<file path="config.mk">
export PLATFORM = sky130hd
export DESIGN_NAME = i2d_opmux_ctrl_flat
export DESIGN_NICKNAME = d
export VERILOG_FILES = /design/src/rtl/i2d_opmux_ctrl_pkg.sv /design/src/rtl/i2d_opmux_ctrl_if.sv /design/src/rtl/i2d_hazard_cmp.sv /design/src/rtl/i2d_opmux_ctrl.sv /design/src/flat_wrapper.sv
export SDC_FILE = /design/constraint.sdc
export NUM_CORES = 1
export LEC_CHECK = 0
export BUFFER_PORTS_ARGS = -buffer_cell sky130_fd_sc_hd__buf_2
export CAP_MARGIN = 10
export CORE_ASPECT_RATIO = 0.8
export CORE_MARGIN = 2
export CORE_UTILIZATION = 46
export CTS_CLUSTER_SIZE = 10
export DETAILED_ROUTE_END_ITERATION = 16
export MAX_ROUTING_LAYER = met4
export PLACE_DENSITY = 0.77
export SKIP_CTS_REPAIR_TIMING = 1
export SLEW_MARGIN = 20
export SYNTH_ARGS = -nofsm -noshare
export SYNTH_HDL_FRONTEND = slang
export SYNTH_HIERARCHICAL = 1
export SYNTH_SLANG_ARGS = --single-unit
</file>
<file path="constraint.sdc">
create_clock -name clk -period 2.4 [get_ports clk]
set_input_delay 0.48 -clock clk [delete_from_list [all_inputs] [get_ports clk]]
set_output_delay 0.48 -clock clk [all_outputs]
set_load 0.1 [all_outputs]
</file>
<file path="src/rtl/i2d_opmux_ctrl_pkg.sv">
// Shared encodings for the i2d operand-mux controller: mux select codes and FSM states.
package i2d_opmux_ctrl_pkg;

  localparam logic [1:0] I2D_OPMUX_A_RA    = 2'd0;
  localparam logic [1:0] I2D_OPMUX_A_ID_PC = 2'd1;
  localparam logic [1:0] I2D_OPMUX_B_RB    = 2'd0;
  localparam logic [1:0] I2D_OPMUX_B_ID_PC = 2'd1;
  localparam logic [1:0] I2D_OPMUX_B_IMM   = 2'd2;
  localparam logic [1:0] I2D_OPMUX_ZERO    = 2'd3;

  typedef enum logic {
    I2D_OPCTL_RUN  = 1'b0,
    I2D_OPCTL_BUSY = 1'b1
  } opctl_state_e;

endpackage

</file>
<file path="src/rtl/i2d_opmux_ctrl_if.sv">
// Decoder-to-controller bundle: decoded ID fields in, operand selects and pipeline qualifiers out.
interface i2d_opmux_ctrl_if;
  logic       id_valid;
  logic       id_a_src;
  logic [1:0] id_b_src;
  logic [4:0] id_rs_a;
  logic [4:0] id_rs_b;
  logic [4:0] id_rd;
  logic       id_is_load;
  logic       id_multi;
  logic [3:0] id_cycles;
  logic       ex_stall;
  logic [1:0] sel_a;
  logic [1:0] sel_b;
  logic       id_stall;
  logic       ex_valid;

  modport master (
    output id_valid, id_a_src, id_b_src, id_rs_a, id_rs_b, id_rd,
           id_is_load, id_multi, id_cycles, ex_stall,
    input  sel_a, sel_b, id_stall, ex_valid
  );

  modport slave (
    input  id_valid, id_a_src, id_b_src, id_rs_a, id_rs_b, id_rd,
           id_is_load, id_multi, id_cycles, ex_stall,
    output sel_a, sel_b, id_stall, ex_valid
  );
endinterface

</file>
<file path="src/rtl/i2d_hazard_cmp.sv">
// Load-use comparator: flags an ID instruction that reads the register an in-flight load writes.
module i2d_hazard_cmp (
  input  logic       ld_pend_i,
  input  logic [4:0] ld_rd_i,
  input  logic       id_valid_i,
  input  logic       id_a_src_i,
  input  logic [1:0] id_b_src_i,
  input  logic [4:0] id_rs_a_i,
  input  logic [4:0] id_rs_b_i,
  output logic       hazard_o
);
  logic use_a;
  logic use_b;

  // Only register-file sources can depend on the load; r0 is hardwired and never hazards.
  assign use_a    = (id_a_src_i == 1'b0)  && (id_rs_a_i == ld_rd_i);
  assign use_b    = (id_b_src_i == 2'd0)  && (id_rs_b_i == ld_rd_i);
  assign hazard_o = ld_pend_i && id_valid_i && (ld_rd_i != 5'd0) && (use_a || use_b);

endmodule

</file>
<file path="src/rtl/i2d_opmux_ctrl.sv">
// Decode-stage operand-mux controller: select codes, one-bubble load-use stall, multi-cycle EX hold.
module i2d_opmux_ctrl
  import i2d_opmux_ctrl_pkg::*;
#(
  parameter logic [1:0] ZERO_SEL = I2D_OPMUX_ZERO
) (
  input logic               clk,
  input logic               rst,
  i2d_opmux_ctrl_if.slave   bus
);

  opctl_state_e state_q;
  logic [3:0]   cnt_q;
  logic         ld_pend_q;
  logic         ld_pend_d;
  logic [4:0]   ld_rd_q;
  logic         ex_valid_q;

  logic         hazard;
  logic         is_run;
  logic         issue;
  logic         start_busy;
  logic [1:0]   sel_a_d;
  logic [1:0]   sel_b_d;

  i2d_hazard_cmp u_hazard_cmp (
    .ld_pend_i  (ld_pend_q),
    .ld_rd_i    (ld_rd_q),
    .id_valid_i (bus.id_valid),
    .id_a_src_i (bus.id_a_src),
    .id_b_src_i (bus.id_b_src),
    .id_rs_a_i  (bus.id_rs_a),
    .id_rs_b_i  (bus.id_rs_b),
    .hazard_o   (hazard)
  );

  assign is_run     = (state_q == I2D_OPCTL_RUN);
  assign issue      = is_run && bus.id_valid && !hazard && !bus.ex_stall;
  assign start_busy = issue && bus.id_multi && (bus.id_cycles >= 4'd2);
  assign ld_pend_d  = issue && bus.id_is_load && (bus.id_rd != 5'd0);

  // Under ex_stall the mux is frozen downstream, so presenting the decoded sources is harmless.
  always_comb begin
    sel_a_d = ZERO_SEL;
    sel_b_d = ZERO_SEL;
    if (!rst && (issue || bus.ex_stall)) begin
      sel_a_d = {1'b0, bus.id_a_src};
      sel_b_d = bus.id_b_src;
    end
  end

  assign bus.sel_a    = sel_a_d;
  assign bus.sel_b    = sel_b_d;
  assign bus.id_stall = !rst && (bus.ex_stall || (is_run && hazard) || !is_run);
  assign bus.ex_valid = ex_valid_q;

  always_ff @(posedge clk) begin
    if (rst) begin
      state_q    <= I2D_OPCTL_RUN;
      cnt_q      <= 4'd0;
      ld_pend_q  <= 1'b0;
      ld_rd_q    <= 5'd0;
      ex_valid_q <= 1'b0;
    end else if (!bus.ex_stall) begin
      ld_pend_q  <= ld_pend_d;
      ld_rd_q    <= bus.id_rd;
      ex_valid_q <= issue;
      case (state_q)
        I2D_OPCTL_RUN: begin
          if (start_busy) begin
            state_q <= I2D_OPCTL_BUSY;
            // The issue cycle and the final BUSY cycle both count toward id_cycles.
            cnt_q   <= bus.id_cycles - 4'd2;
          end
        end
        I2D_OPCTL_BUSY: begin
          if (cnt_q == 4'd0) begin
            state_q <= I2D_OPCTL_RUN;
          end else begin
            cnt_q   <= cnt_q - 4'd1;
          end
        end
        default: state_q <= I2D_OPCTL_RUN;
      endcase
    end
  end

endmodule

</file>
<file path="src/flat_wrapper.sv">
// flat-port wrapper written by rule: the top's interface ports become plain ports
module i2d_opmux_ctrl_flat import i2d_opmux_ctrl_pkg::*;
#(
  parameter logic [1:0] ZERO_SEL = I2D_OPMUX_ZERO
)
  (clk, rst, bus_id_valid, bus_id_a_src, bus_id_b_src, bus_id_rs_a, bus_id_rs_b, bus_id_rd, bus_id_is_load, bus_id_multi, bus_id_cycles, bus_ex_stall, bus_sel_a, bus_sel_b, bus_id_stall, bus_ex_valid);
  i2d_opmux_ctrl_if bus_i ();
  input logic clk;
  input logic rst;
  input wire logic [$bits(bus_i.id_valid)-1:0] bus_id_valid;
  input wire logic [$bits(bus_i.id_a_src)-1:0] bus_id_a_src;
  input wire logic [$bits(bus_i.id_b_src)-1:0] bus_id_b_src;
  input wire logic [$bits(bus_i.id_rs_a)-1:0] bus_id_rs_a;
  input wire logic [$bits(bus_i.id_rs_b)-1:0] bus_id_rs_b;
  input wire logic [$bits(bus_i.id_rd)-1:0] bus_id_rd;
  input wire logic [$bits(bus_i.id_is_load)-1:0] bus_id_is_load;
  input wire logic [$bits(bus_i.id_multi)-1:0] bus_id_multi;
  input wire logic [$bits(bus_i.id_cycles)-1:0] bus_id_cycles;
  input wire logic [$bits(bus_i.ex_stall)-1:0] bus_ex_stall;
  output wire logic [$bits(bus_i.sel_a)-1:0] bus_sel_a;
  output wire logic [$bits(bus_i.sel_b)-1:0] bus_sel_b;
  output wire logic [$bits(bus_i.id_stall)-1:0] bus_id_stall;
  output wire logic [$bits(bus_i.ex_valid)-1:0] bus_ex_valid;
  assign bus_i.id_valid = bus_id_valid;
  assign bus_i.id_a_src = bus_id_a_src;
  assign bus_i.id_b_src = bus_id_b_src;
  assign bus_i.id_rs_a = bus_id_rs_a;
  assign bus_i.id_rs_b = bus_id_rs_b;
  assign bus_i.id_rd = bus_id_rd;
  assign bus_i.id_is_load = bus_id_is_load;
  assign bus_i.id_multi = bus_id_multi;
  assign bus_i.id_cycles = bus_id_cycles;
  assign bus_i.ex_stall = bus_ex_stall;
  assign bus_sel_a = bus_i.sel_a;
  assign bus_sel_b = bus_i.sel_b;
  assign bus_id_stall = bus_i.id_stall;
  assign bus_ex_valid = bus_i.ex_valid;
  i2d_opmux_ctrl #(.ZERO_SEL(ZERO_SEL)) u_core (.clk(clk), .rst(rst), .bus(bus_i));
endmodule
</file>
* Word level (Yosys, flattened, before mapping)
Cells that the tools add are included.
** Operators by class
- $add $sub $neg :: 2
- Magnitude comparators :: 1
- Equality and inequality tests :: 4
- Mux-type cells :: 8
- Bitwise operators :: 3
- Reductions and logical operators :: 27
** Operators by type and width (count)
- logical AND 1 bit :: 15
- == test 5 bit :: 2
- nonzero test 5 bit :: 2
- 2-to-1 mux 4 bit :: 2
- one-hot mux 4 bit (2 select lines) :: 1
- >= comparator 4 x 2 -> 1 bit (second input constant) :: 1
- zero test 4 bit :: 1
- logical OR 1 bit :: 4
- 2-to-1 mux 2 bit :: 2
- inequality test 2 bit (second input constant) :: 2
- subtractor 4 x 1 -> 4 bit (second input constant) :: 1
- subtractor 4 x 2 -> 4 bit (second input constant) :: 1
- zero test 1 bit :: 3
- NOT 1 bit :: 3
- AND reduction 3 bit :: 1
- zero test 2 bit :: 1
- 2-to-1 mux 1 bit :: 2
- one-hot mux 1 bit (2 select lines) :: 1
** Word-level totals
- Register bits :: 12
- Output and inout bits :: 6

* Logic depth before layout (Yosys ltp)
Gate-level depths: netlist (run 1).
- Depth in word-level cells :: 11
- Gate-level depth with buffers :: 8
- Gate-level depth less buffers :: 8

* By module
The synthesis (run 1) kept the hierarchy.
** Modules (own cells, without submodules)
- i2d_opmux_ctrl :: instances 1, cells each 77, area an instance 675.6 sq um, sequential area each 240.2 sq um
- i2d_hazard_cmp :: instances 1, cells each 17, area an instance 133.9 sq um, sequential area each 0.0 sq um

* Least setup slack after synthesis (run 1)
No wires, ideal clock.
- Kind :: input-to-output
- From :: in bus_id_rs_b[2]
- To :: out bus_id_stall
- Arrival :: 2776 ps
- Slack :: -856 ps
- Stages :: 6
- Cell sequence :: xnor2_1 nand4_1 or4_1 a21oi_1 nor3_1 nor2_1
** Between the ends
- Longest elaborated chain between the ends :: 8
** RTL lines
- from (decl) :: RTL line flat_wrapper.sv:14 : input wire logic [$bits(bus_i.id_rs_b)-1:0] bus_id_rs_b;
- == test 5 bit :: RTL line i2d_hazard_cmp.sv:17 : assign use_b = (id_b_src_i == 2'd0) && (id_rs_b_i == ld_rd_i);
- logical AND 1 bit :: RTL line i2d_hazard_cmp.sv:17
- logical OR 1 bit :: RTL line i2d_hazard_cmp.sv:18 : assign hazard_o = ld_pend_i && id_valid_i && (ld_rd_i != 5'd0) && (use_a || use_b);
- logical AND 1 bit :: RTL line i2d_hazard_cmp.sv:18
- net u_core.hazard :: RTL line i2d_opmux_ctrl.sv:19 : logic hazard;
- logical AND 1 bit :: RTL line i2d_opmux_ctrl.sv:54 : assign bus.id_stall = !rst && (bus.ex_stall || (is_run && hazard) || !is_run);
- logical OR 1 bit (2 in series) :: RTL line i2d_opmux_ctrl.sv:54
- logical AND 1 bit :: RTL line i2d_opmux_ctrl.sv:54
- to (decl) :: RTL line flat_wrapper.sv:22 : output wire logic [$bits(bus_i.id_stall)-1:0] bus_id_stall;
The timed path passes the listed nets, and every way through them passes these cells.

* Worst setup path after layout (run 1)
- From :: reg u_core.ld_rd_q[2]
- To :: out bus_sel_b[1]
** Between the ends
- Longest elaborated chain between the ends :: 10
- Elaborated cells on any way between the ends :: 14
- Those cells by class :: eq/ne: 2; mux: 1; reduce/logical: 11
** RTL lines
- from (decl) :: RTL line i2d_opmux_ctrl.sv:16 : logic [4:0] ld_rd_q;
- from (signal assigned) :: RTL line i2d_opmux_ctrl.sv:66 : ld_rd_q <= bus.id_rd;
- == test 5 bit, on equally long branches :: RTL line i2d_hazard_cmp.sv:16, i2d_hazard_cmp.sv:17
- logical AND 1 bit, on equally long branches :: RTL line i2d_hazard_cmp.sv:16, i2d_hazard_cmp.sv:17
- logical OR 1 bit :: RTL line i2d_hazard_cmp.sv:18
- logical AND 1 bit (*) :: RTL line i2d_hazard_cmp.sv:18
- net u_core.hazard :: RTL line i2d_opmux_ctrl.sv:19
- zero test 1 bit (*) :: RTL line i2d_opmux_ctrl.sv:38 : assign issue = is_run && bus.id_valid && !hazard && !bus.ex_stall;
- logical AND 1 bit (*) (2 in series) :: RTL line i2d_opmux_ctrl.sv:38
- logical OR 1 bit (*) :: RTL line i2d_opmux_ctrl.sv:46 : if (!rst && (issue || bus.ex_stall)) begin
- logical AND 1 bit (*) :: RTL line i2d_opmux_ctrl.sv:46
- 2-to-1 mux 2 bit (*) :: RTL line i2d_opmux_ctrl.sv:46
- to (decl) :: RTL line flat_wrapper.sv:21 : output wire logic [$bits(bus_i.sel_b)-1:0] bus_sel_b;
Mark *: on every way through the listed nets, which the timed path passes. The rest lies on a longest branch.

==> results.sh, run 1 <==
export IMPL_crit_type="flip-flop to primary output"
export IMPL_synth_fa_ha_area_share_pct=4.637
export IMPL_layout_setup_ws_ps=-306.4
export IMPL_ys_seq_area_share_pct=29.68
export IMPL_grt_overflow=0
export IMPL_syn_inst=94
export IMPL_power_density_nw_per_um2=460.4
export IMPL_wl_per_cell_um=14.25
export IMPL_synth_area_leaders="dfxtp_1 30%, xnor2_1 9.7%, mux2i_1 8.7%"
export IMPL_drtAntennaViolNets=0
export IMPL_stdcell_count=160
export IMPL_worst_slew_pin_transition_ps=482.9
export IMPL_p_leak_nw=0.5609
export IMPL_synth_xor_area_share_pct=11.90
export IMPL_nFillCells=118
export IMPL_cp_max_fo=4
export IMPL_layout_common_cells="28 x buf_2, 9 x nor2_1, 9 x buf_4, 8 x dfxtp_1, 7 x mux2i_1"
export IMPL_fp_dieW_um=50.90
export IMPL_final_common_cell="buf_2"
export IMPL_grt_pass1_wl_um=3353
export IMPL_hold_class="flip-flop to flip-flop"
export IMPL_synth_compound_area_share_pct=12.52
export IMPL_first_pass_iters=4
export IMPL_synth_largest_area_cell="dfxtp_1"
export IMPL_drc_errors=0
export IMPL_area_growth_pct=58.58
export IMPL_fin_crit_sh_pct=112.8
export IMPL_ir_worst_vdd_v=0.0002758
export IMPL_cap_violations=0
export IMPL_grt_use_total_pct=21.35
export IMPL_synth_cell_types=30
export IMPL_cts_clk_slew_worst_paths_ps=70
export IMPL_synth_nets=125
export IMPL_ys_warn_count=6
export IMPL_outcome="finished with violations"
export IMPL_cts_tree="built"
export IMPL_die_h_um=41.52
export IMPL_cts_buffers_inserted=3
export IMPL_failed_checks="negative setup slack"
export IMPL_drv_slew=0
export IMPL_grt_max_degree=18
export IMPL_fmax_ghz=0.3695
export IMPL_slew_headroom_pct=68.03
export IMPL_drive_gt1_share_pct=49.28
export IMPL_period_needed_ps=2706
export IMPL_synth_top_area_share_pct=29.68
export IMPL_start_util_pct=49.28
export IMPL_top_level_ports=34
export IMPL_cts_root_buf="clkbuf_4"
export IMPL_gp_congestion=0.7863
export IMPL_first_global_vias=782
export IMPL_rsz0062_at_grt="yes"
export IMPL_synth_simple_area_share_pct=28.90
export IMPL_vias=875
export IMPL_end_kind="primary output"
export IMPL_die_area_sq_um=2113
export IMPL_clockBufferDepth=2
export IMPL_clock_sinks=12
export IMPL_clock_latency_ps=270
export IMPL_skew_ps=1.085
export IMPL_nets=170
export IMPL_dp_cells=152
export IMPL_dp_hpwl_um=1623
export IMPL_hold_viol=0
export IMPL_avgSynthCellArea_sq_um=8.612
export IMPL_final_util_pct=78.14
export IMPL_vias_per_cell=5.469
export IMPL_ys_seq_elements=12
export IMPL_arrival_ps=2230
export IMPL_num_rows=13
export IMPL_synth_area_sq_um=809.5
export IMPL_synthMuxAreaShare_pct=8.655
export IMPL_crit_required_ps=1920
export IMPL_n_antenna_cell=0
export IMPL_core_sq_um=1643
export IMPL_port_buffer_count=33
export IMPL_grt_antenna_before_repair=0
export IMPL_setup_viol=9
export IMPL_start_kind="flip-flop"
export IMPL_drtIter0Drc=16
export IMPL_htree_levels=1
export IMPL_synth_top_family_by_area="simple AND/OR/NAND/NOR gates"
export IMPL_drt_wl_total_um=2280
## per-stage QoR
stage / setup TNS (ps) / hold WS, ps / power, mW / area (sq um) / worst slack [ps]
floorplan: -231.1 / 445.9 / 0.3490 / 864.6 / -53.73
global placement: -400.1 / 429.6 / 0.4162 / 1166 / -95.02
detailed placement: -782.6 / 451.0 / 0.4217 / 1166 / -162.0
CTS: -1688 / 459.1 / 0.5807 / 1202 / -342.1
global route: -2573 / 464.0 / 0.6215 / 1284 / -373.5
finish: -1885 / 457.0 / 0.5910 / 1284 / -306.4
## critical path, cell delays in order, from the launching register on
cell and delay, ps:
dfxtp_4 370, buf_4 140, xnor2_2 150, nand4_1 130, or3_4 410, a21oi_2 150, nor2_1 70, a21oi_2 200
or3_4 180, buf_12 160
## area by class of cell
cell class                 count  area [sq um]  share of cell area, %
inverter                       5         18.77                  1.462
clock buffer                   4         36.28                  2.827
timing repair buffer          43         319.1                  24.85
multi-input combinational     74         631.9                  49.22
tap                           22         27.53                  2.144
sequential                    12         250.2                  19.49
## cell usage after synthesis
master / n
o211ai_1: 2
or3b_1: 1
mux2i_1: 7
or4_1: 3
nor4b_1: 1
o21ai_0: 1
o32ai_1: 1
nand3b_1: 1
or4b_1: 1
a211oi_1: 2
nand2_1: 3
xor2_1: 2
or2_2: 1
xnor2_1: 9
or3_1: 6
buf_1: 1
inv_1: 5
a21oi_1: 7
a31oi_1: 1
a32oi_2: 1
dfxtp_1: 12
nand4_1: 2
nand3_1: 1
nor4b_4: 1
nor2_1: 10
nor2b_1: 5
nor3_1: 1
clkbuf_1: 2
nand2b_1: 1
ha_1: 3
## flip-flops by register name (all words and copies together), names as in the netlist
| register | flops |
|---|---|
| u_core/cnt_q | 4 |
| u_core/state_q | 1 |
| u_core/ld_pend_q | 1 |
| u_core/bus.ex_valid | 1 |
| u_core/ld_rd_q | 5 |
## worst paths after layout
kind / end / slack, ps / cells after the start / startpoint
worst max-delay path: bus_sel_b[1] / -310 / 9 / u_core/ld_rd_q[2]
worst min-delay path: u_core/bus.ex_valid / 460 / 2 / u_core/bus.ex_valid
worst max register to register: u_core/cnt_q[3] / -160 / 10 / u_core/ld_rd_q[4]
worst min register to register: u_core/bus.ex_valid / 460 / 2 / u_core/bus.ex_valid
## cell families after synthesis
family	Yosys count
compound gates	15
xor+xnor	11
simple gates	38
flops	12
buf+inv	8
mux	7
fa+ha+maj	3
## layer usage
metal	up-vias	global-route usage [%]	share of wire, %
li1	427	-	-
met1	409	24.49	43
met2	37	35.84	51
met3	2	5.036	5.7
met4	0	8.108	0.83
met5	-	-	0
## report_power, final
part           internal (mW)  leakage (nW)  switching (mW)
clock network         0.0921        0.0210          0.0658
logic                 0.0956         0.440           0.116
registers              0.210         0.100          0.0118
No activity file was read; power rests on OpenSTA's default activity.
==> run 2: changes to the inputs <==
Settings changed: TNS_END_PERCENT from default to 1.
==> results.sh, run 2 (synthesis results as in run 1) <==
export IMPL_wl_per_cell_um=12.75
export IMPL_slowest_stage="or4_4"
export IMPL_cts_clk_slew_worst_paths_ps=80
export IMPL_start_kind="flip-flop"
export IMPL_grt_pass1_wl_um=3236
export IMPL_path_delay_family="simple AND/OR/NAND/NOR gates"
export IMPL_crit_required_ps=1920
export IMPL_crit_type="flip-flop to primary output"
export IMPL_path_cells="xnor2_1 -> nand4_1 -> or4_4 -> a21oi_2 -> nor2_1 -> a21oi_2 -> or2_4 -> buf_12"
export IMPL_critical_path_buf_inv_count=1
export IMPL_skew_ps=2.783
export IMPL_p_int_uw=387.5
export IMPL_worst_slew_pin_transition_ps=481.3
export IMPL_grt_overflow=0
export IMPL_reg2reg_depth=8
export IMPL_critPathMaxStageDelay_ps=500
export IMPL_setup_viol=6
export IMPL_ir_worst_vdd_v=0.0003521
export IMPL_fin_crit_sh_pct=111.1
export IMPL_cts_buffers_inserted=3
export IMPL_first_global_vias=776
export IMPL_area_growth_pct=45.75
export IMPL_drv_slew=0
export IMPL_drive_gt1_share_pct=41.35
export IMPL_clockBufferDepth=2
export IMPL_fp_dieW_um=50.90
export IMPL_crit_path_frequent_cell="a21oi_2"
export IMPL_nets=165
export IMPL_failed_checks="negative setup slack"
export IMPL_port_buffer_count=33
export IMPL_num_rows=13
export IMPL_p_sw_share_pct=32.60
export IMPL_path_depth=8
export IMPL_grt_use_total_pct=20.68
export IMPL_dp_hpwl_um=1593
export IMPL_n_antenna_cell=0
export IMPL_die_area_sq_um=2113
export IMPL_p_switching_uw=187.5
export IMPL_largest_register_ffs=5
export IMPL_top_level_ports=34
export IMPL_arrival_ps=2190
export IMPL_drc_errors=0
export IMPL_htree_levels=1
export IMPL_layout_common_cells="28 x buf_2, 9 x nor2_1, 9 x xnor2_1, 9 x dfxtp_1, 7 x mux2i_1"
export IMPL_cap_violations=0
export IMPL_combPwrFrac_pct=33.2
export IMPL_outcome="finished with violations"
export IMPL_fmax_ghz=0.3751
export IMPL_clock_sinks=12
export IMPL_vias_per_cell=5.342
export IMPL_first_pass_iters=2
export IMPL_layout_setup_ws_ps=-265.6
export IMPL_drtAntennaViolNets=0
export IMPL_vias=828
export IMPL_gp_congestion=0.8449
export IMPL_grt_max_degree=18
export IMPL_grt_antenna_before_repair=0
export IMPL_power_density_nw_per_um2=487.3
export IMPL_start_util_pct=49.28
export IMPL_hold_class="flip-flop to flip-flop"
export IMPL_tns_ps=-1266
export IMPL_rsz0062_at_grt="yes"
export IMPL_p_clk_share_pct=28.2
export IMPL_final_util_pct=71.82
export IMPL_core_sq_um=1643
export IMPL_p_leak_nw=0.5111
export IMPL_final_common_cell="buf_2"
export IMPL_end_kind="primary output"
export IMPL_seqPwrFrac_pct=38.6
export IMPL_hold_path_cell_count=2
export IMPL_cp_max_fo=4
export IMPL_cts_root_buf="clkbuf_4"
export IMPL_period_needed_ps=2666
export IMPL_drt_wl_total_um=1976
export IMPL_hold_viol=0
export IMPL_die_h_um=41.52
export IMPL_slew_headroom_pct=68.13
export IMPL_cts_tree="built"
export IMPL_drtIter0Drc=7
export IMPL_clock_latency_ps=280
export IMPL_reg_top3="u_core/ld_rd_q (5), u_core/cnt_q (4)"
export IMPL_regMostFlops="u_core/ld_rd_q"
## run 2: final cells by class
| cell class | count | area (sq um) |
|---|---|---|
| Clock buffer | 4 | 36.28 |
| Sequential cell | 12 | 244.0 |
| Tap cell | 22 | 27.53 |
| Timing Repair Buffer | 38 | 277.8 |
| Fill cell | 131 | 462.9 |
| Inverter | 5 | 18.77 |
| Multi-Input combinational cell | 74 | 575.6 |
## run 2: path summary, 6_finish.rpt
path                       start                  end  slack (ps)
max            u_core/ld_rd_q[3]         bus_sel_a[1]        -270
min          u_core/bus.ex_valid  u_core/bus.ex_valid         450
max reg2reg    u_core/ld_rd_q[2]      u_core/cnt_q[2]         -40
min reg2reg  u_core/bus.ex_valid  u_core/bus.ex_valid         450
## run 2: worst min-delay path, stage by stage, from the launching register on
cell and delay, ps:
dfxtp_1 310, inv_1 50, a21oi_1 50
## run 2: per-layer routing
metal	wire length, um	part of all wire (%)	global-route usage [%]
met1	931	47	23.88
met2	929	47	34.03
met3	79	4.0	3.957
met4	36	1.8	10.27
met5	0	0	-
## run 2: stage by stage
step                std cells  instance area [sq um]  power [mW]  hold WS [ps]  setup slack, ps
finish                    155                   1180      0.5750         448.1           -265.6
global route              155                   1180      0.6005         461.6           -369.8
CTS                       155                   1172      0.5768         449.6           -317.2
detailed placement        151                   1136      0.4152         442.6           -142.9
global placement          151                   1136      0.4101         432.2           -109.7
floorplan                  94                  842.1      0.3448         445.9           -70.87
## run 2: power by group through the flow
stage / logic (mW) / clock network, mW / registers (mW)
after floorplan: 0.113 / 0 / 0.232
after global placement: 0.186 / 0 / 0.225
after detailed placement: 0.190 / 0 / 0.226
after CTS: 0.191 / 0.165 / 0.221
after global routing: 0.203 / 0.174 / 0.223
final: 0.191 / 0.162 / 0.222
